<file path="config.mk">
export PLATFORM = sky130hd
export DESIGN_NAME = dfm_sequencer
export DESIGN_NICKNAME = d
export VERILOG_FILES = /design/src/rtl/dfm_pkg.sv /design/src/rtl/dfm_sequencer_gate_timer.sv /design/src/rtl/dfm_sequencer.sv
export SDC_FILE = /design/constraint.sdc
export NUM_CORES = 1
export LEC_CHECK = 0
export ABC_AREA = 1
export CAP_MARGIN = 20
export CORE_UTILIZATION = 55
export DETAILED_ROUTE_END_ITERATION = 12
export PLACE_DENSITY = 0.8
export SYNTH_ARGS = -nofsm -noshare
export SYNTH_HDL_FRONTEND = slang
export SYNTH_HIERARCHICAL = 1
export SYNTH_SLANG_ARGS = --single-unit
export TNS_END_PERCENT = 20
</file>
<file path="constraint.sdc">
create_clock -name clk_i -period 5.1 [get_ports clk_i]
set_input_delay 1.02 -clock clk_i [delete_from_list [all_inputs] [get_ports clk_i]]
set_output_delay 1.02 -clock clk_i [all_outputs]
set_load 0.05 [all_outputs]
</file>
<file path="src/rtl/dfm_pkg.sv">
// Shared types and defaults for the frequency-meter measurement sequencer.
package dfm_pkg;

   localparam int unsigned GATE_W_DEFAULT     = 24;
   localparam int unsigned SETTLE_CYC_DEFAULT = 4;

   typedef enum logic [2:0] {
      ST_IDLE,
      ST_CLEAR,
      ST_GATE,
      ST_SETTLE,
      ST_LATCH_WAIT
   } dfm_state_t;

endpackage

</file>
<file path="src/rtl/dfm_sequencer_gate_timer.sv">
// Gate-length down-counter; a zero length is clamped to one cycle.
module gate_timer
   import dfm_pkg::*;
#(
   parameter int unsigned GATE_W = GATE_W_DEFAULT
) (
   input  logic              clk_i,
   input  logic              rst_n_i,
   input  logic              load,
   input  logic              enable,
   input  logic [GATE_W-1:0] len,
   output logic              done
);

   localparam logic [GATE_W-1:0] ONE = GATE_W'(1);

   logic [GATE_W-1:0] count;

   always_ff @(posedge clk_i or negedge rst_n_i) begin
      if (!rst_n_i) begin
         count <= '0;
      end else if (load) begin
         count <= (len == '0) ? ONE : len;
      end else if (enable && (count != '0)) begin
         count <= count - ONE;
      end
   end

   assign done = (count == ONE);

endmodule

</file>
<file path="src/rtl/dfm_sequencer.sv">
// Measurement sequencer: clear, gate, settle, then latch once the SPI read path is idle.
module dfm_sequencer
   import dfm_pkg::*;
#(
   parameter int unsigned GATE_W     = GATE_W_DEFAULT,
   parameter int unsigned SETTLE_CYC = SETTLE_CYC_DEFAULT,
   parameter int unsigned SEQ_W      = 8
) (
   input  logic              clk_i,
   input  logic              rst_n_i,
   input  logic              start_i,
   input  logic              abort_i,
   input  logic              auto_i,
   input  logic [GATE_W-1:0] gate_len_i,
   input  logic              rd_busy_i,
   input  logic              rdy_clr_i,
   output logic              cnt_clr_o,
   output logic              gate_en_o,
   output logic              latch_o,
   output logic              busy_o,
   output logic              data_rdy_o,
   output logic [SEQ_W-1:0]  seq_cnt_o
);

   localparam logic [3:0] SETTLE_LAST = 4'(SETTLE_CYC - 1);

   dfm_state_t state, state_nx;
   logic [3:0] settle_cnt;
   logic       settle_done;
   logic       gate_done;
   logic       load_gate;
   logic       latch_evt;

   gate_timer #(.GATE_W(GATE_W)) u_gate_timer (
      .clk_i   (clk_i),
      .rst_n_i (rst_n_i),
      .load    (load_gate),
      .enable  (state == ST_GATE),
      .len     (gate_len_i),
      .done    (gate_done)
   );

   assign settle_done = (settle_cnt == SETTLE_LAST);

   always_ff @(posedge clk_i or negedge rst_n_i) begin
      if (!rst_n_i) begin
         state <= ST_IDLE;
      end else begin
         state <= state_nx;
      end
   end

   always_comb begin
      state_nx  = state;
      load_gate = 1'b0;
      latch_evt = 1'b0;
      if (abort_i && (state != ST_IDLE)) begin
         state_nx = ST_IDLE;
      end else begin
         case (state)
            ST_IDLE: begin
               if (start_i && !abort_i) begin
                  state_nx  = ST_CLEAR;
                  load_gate = 1'b1;
               end
            end
            ST_CLEAR:      state_nx = ST_GATE;
            ST_GATE:       if (gate_done) state_nx = ST_SETTLE;
            ST_SETTLE: begin
               if (settle_done) begin
                  if (rd_busy_i) state_nx = ST_LATCH_WAIT;
                  else           latch_evt = 1'b1;
               end
            end
            ST_LATCH_WAIT: if (!rd_busy_i) latch_evt = 1'b1;
            default:       state_nx = ST_IDLE;
         endcase
         if (latch_evt) begin
            state_nx  = auto_i ? ST_CLEAR : ST_IDLE;
            load_gate = auto_i;
         end
      end
   end

   always_ff @(posedge clk_i or negedge rst_n_i) begin
      if (!rst_n_i) begin
         settle_cnt <= '0;
      end else if (state != ST_SETTLE) begin
         settle_cnt <= '0;
      end else begin
         settle_cnt <= settle_cnt + 4'd1;
      end
   end

   // Outputs are registered from the next state, so they line up with the state they describe.
   always_ff @(posedge clk_i or negedge rst_n_i) begin
      if (!rst_n_i) begin
         cnt_clr_o  <= 1'b0;
         gate_en_o  <= 1'b0;
         latch_o    <= 1'b0;
         busy_o     <= 1'b0;
         data_rdy_o <= 1'b0;
         seq_cnt_o  <= '0;
      end else begin
         cnt_clr_o <= (state_nx == ST_CLEAR);
         gate_en_o <= (state_nx == ST_GATE);
         busy_o    <= (state_nx != ST_IDLE);
         latch_o   <= latch_evt;
         // An acknowledge landing on the latch edge or during the strobe cycle must not eat the new result.
         if (latch_evt) begin
            data_rdy_o <= 1'b1;
            seq_cnt_o  <= seq_cnt_o + SEQ_W'(1);
         end else if (rdy_clr_i && !latch_o) begin
            data_rdy_o <= 1'b0;
         end
      end
   end

endmodule

</file>
==> out/metrics.cfg <==
[status]
outcome=completed

[synthesis]
syn-instance-count=448
synthDominantAreaCellType=dfrtp_1
synth_area_sq_um=3050
synthesis.nets=484
ys_top_cells_by_count=130 x nand2_1, 67 x nor2_1, 55 x inv_1, 44 x dfrtp_1, 37 x nand3_1
synth_enable_flop_cells=0
ys.flop_type=dfrtp_1
yosys-top-cells-area=dfrtp_1 36%, nand2_1 16%, nor2_1 8.2%
postSynthRegisterBits=44
synth.most_common_cell=nand2_1
synth-seq-area-share=0.361
synth_top_cell_area_share=0.361
synth.avg_cell_area_sq_um=6.81
synth-async-reset-ratio=1.00
netlist-cell-type-count=32
ys_warn_count=6

[global_route]
wire_length_of_the_first_global_routing_pass_mm=12.9
first_global_vias=2903
overflow=0
grt_start_max_net_pins=45
number_of_antenna_violations_at_the_first_check_in_global_routing=0
grt.total_usage=0.275

[place]
port-buffer-count=43
gp_congestion=0.927
number_of_placed_cells_counting_well_taps=555
dp_hpwl_mm=5.60

[timing]
fin_setup_tns_ps=0
report.final.setup_viol=0
drv_slew=0
final_period_minus_worst_setup_slack_ps=3680
rsz0062_at_grt=false
achievable-frequency_mhz=272
min_period_over_period=0.722
worst_case_headroom_to_the_max_slew_limit=0.440
report.final.hold_viol_count=0
clock_skew_ps=11.6
tightestPinTransition_ps=839

[die]
floorplan.io_pins=44
floorplan.die.height_um=76.5
die_area_sq_um=5850
std_cell_rows=26
die-width_um=76.5
initial_core_util=0.582
coreArea_sq_um=5240

[power]
power.share.switching=0.478
net-switching-power_mw=0.727
power.clock.fraction=0.155
seq_power_share=0.359
vdd_drop_max_v=0.000170
power.internal_mw=0.794
power.share.combinational=0.486
leakagePower_nw=1.82
power.density_cell_area_nw_per_um2=418

[clock_tree]
cts_repair_resize_count=0
post_cts_buffers=0
cts.clk_slew.worst_paths_ps=90
clock_latency_ps=310
htreeDepth=2
cts_buffer_depth=2
cts-buffers-inserted=5
ctsRootBufferMaster=clkbuf_8
ctsHoldBuffers=0
cts_tree=done
cts_sinks=44

[routing]
routed_wire_length_per_instance_um=13.3
route.antenna.remaining_nets=0
drt_first_iter_violations=228
route.detailed.vias_per_inst=5.30
drc_errors=0
wirelength_mm=7.50
dr.pass1.iters=6
via_count=2992

[min_path]
min_to=settle_cnt[0]$_DFF_PN0_
holdCritStartpoint=settle_cnt[0]$_DFF_PN0_
timing.hold.worst.class=register to register
worst_hold_path.num_cells=1

[worst_setup_path]
worst_setup_start_kind=input pin
cp_max_fo=29
worst-r2r-setup-slack_ps=1620
worstSetupEndpointType=register
r2r.worst_path.cells=17
reg2reg_from=u_gate_timer/count[17]$_DFFE_PN0P_
worst_r2r_endpoint=u_gate_timer/count[6]$_DFFE_PN0P_
critPathArrivalTime_ps=3930
required_ps=5350
path_class=input pin to register

[cells_and_area]
antennaDiodeCount=0
fillerInstances=458
final-instance-count-excl-fill=564
area_growth_syn_to_layout_pct=19.4
finish.net_count=529
multi_input_comb_area_sq_um=1680
final_layout_size_suffix_gt1_frac=0.107
finished_core_util=0.695
area.sequential_sq_um=1100

[flow_run]
max_cap_viol_count=0

## through the flow
stage / setup slack [ps] / hold slack (ps) / instance area, sq um / total power [mW]
2_1_floorplan: 2430 / 430 / 3050 / 1.09
3_3_place_gp: 1300 / 446 / 3530 / 1.25
3_5_place_dp: 1170 / 450 / 3530 / 1.27
4_1_cts: 1460 / 461 / 3620 / 1.51
5_1_grt: 1150 / 469 / 3640 / 1.66
6_report: 1420 / 461 / 3640 / 1.52
## cell families (layout without fill, tap and decap cells)
logic type / count (synthesis) / after routing / share of synthesized area
DFF: 44 / 44 / 0.361
and+or+nand+nor: 282 / 282 / 0.420
AOI/OAI and AO/OA: 45 / 45 / 0.0911
xor gates and xnor gates: 7 / 7 / 0.0201
adders and majority gates: 5 / 5 / 0.0205
buffers and inverters: 65 / 111 / 0.0874
## sequential cells by signal, indices dropped and copies added (netlist names)
signal,cells
cnt_clr_o,1
busy_o,1
state,3
u_gate_timer/count,24
seq_cnt_o,8
gate_en_o,1
settle_cnt,4
latch_o,1
data_rdy_o,1
## worst max-delay path, stage by stage
cell and delay, ps:
clkdlybuf4s50_1 490, inv_1 130, nand3_1 150, nor2_1 170
nor2_2 70, nand2_1 80, nand2_2 60, nand2_2 80
nor2_1 40, buf_4 200, inv_1 640, nand2_4 350
inv_2 250, nand2_1 100, nand2_1 80
## how the worst max path moves through the flow
stage | startpoint | to | cells after the start
floorplan | rd_busy_i | u_gate_timer/count[2]$_DFFE_PN0P_ | 14
global placement | rd_busy_i | u_gate_timer/count[19]$_DFFE_PN0P_ | 15
detailed placement | rd_busy_i | u_gate_timer/count[21]$_DFFE_PN0P_ | 15
CTS | rd_busy_i | u_gate_timer/count[6]$_DFFE_PN0P_ | 15
global route | rd_busy_i | u_gate_timer/count[21]$_DFFE_PN0P_ | 15
finish | rd_busy_i | u_gate_timer/count[6]$_DFFE_PN0P_ | 15
## area by class of cell
class / count / share of cell area
clock inverter: 3 / 0.00687
tap: 70 / 0.0240
inverter: 57 / 0.0594
timing repair buffer: 46 / 0.126
sequential: 44 / 0.302
clock buffer: 5 / 0.0189
multi-input combinational: 339 / 0.462
## layout by cell type, fill, tap and decap left out, drive strengths merged, types with 5 or more instances in the layout
cell,Yosys,routed
nand4,6,6
nor2,79,79
clkdlybuf4s50,0,42
a21oi,5,5
o21ai,38,38
clkbuf,1,5
dfrtp,44,44
nand3b,5,5
ha,5,5
nor3,7,7
nand2,143,143
inv,57,59
nand3,40,40
## power groups by stage
| stage | clock [mW] | sequential (mW) | combinational (mW) |
|---|---|---|---|
| 2_1_floorplan | 0 | 0.531 | 0.561 |
| 3_3_place_gp | 0 | 0.548 | 0.703 |
| 3_5_place_dp | 0 | 0.548 | 0.720 |
| 4_1_cts | 0.238 | 0.542 | 0.728 |
| 5_1_grt | 0.252 | 0.559 | 0.845 |
| 6_report | 0.235 | 0.547 | 0.740 |
## routing by layer
metal / global-route usage / part of all wire
met2: 0.483 / 0.48
met1: 0.340 / 0.44
met5: 0 / 0
met4: 0.0942 / 0.026
met3: 0.0467 / 0.056
Power figures use the tool's default switching activity.
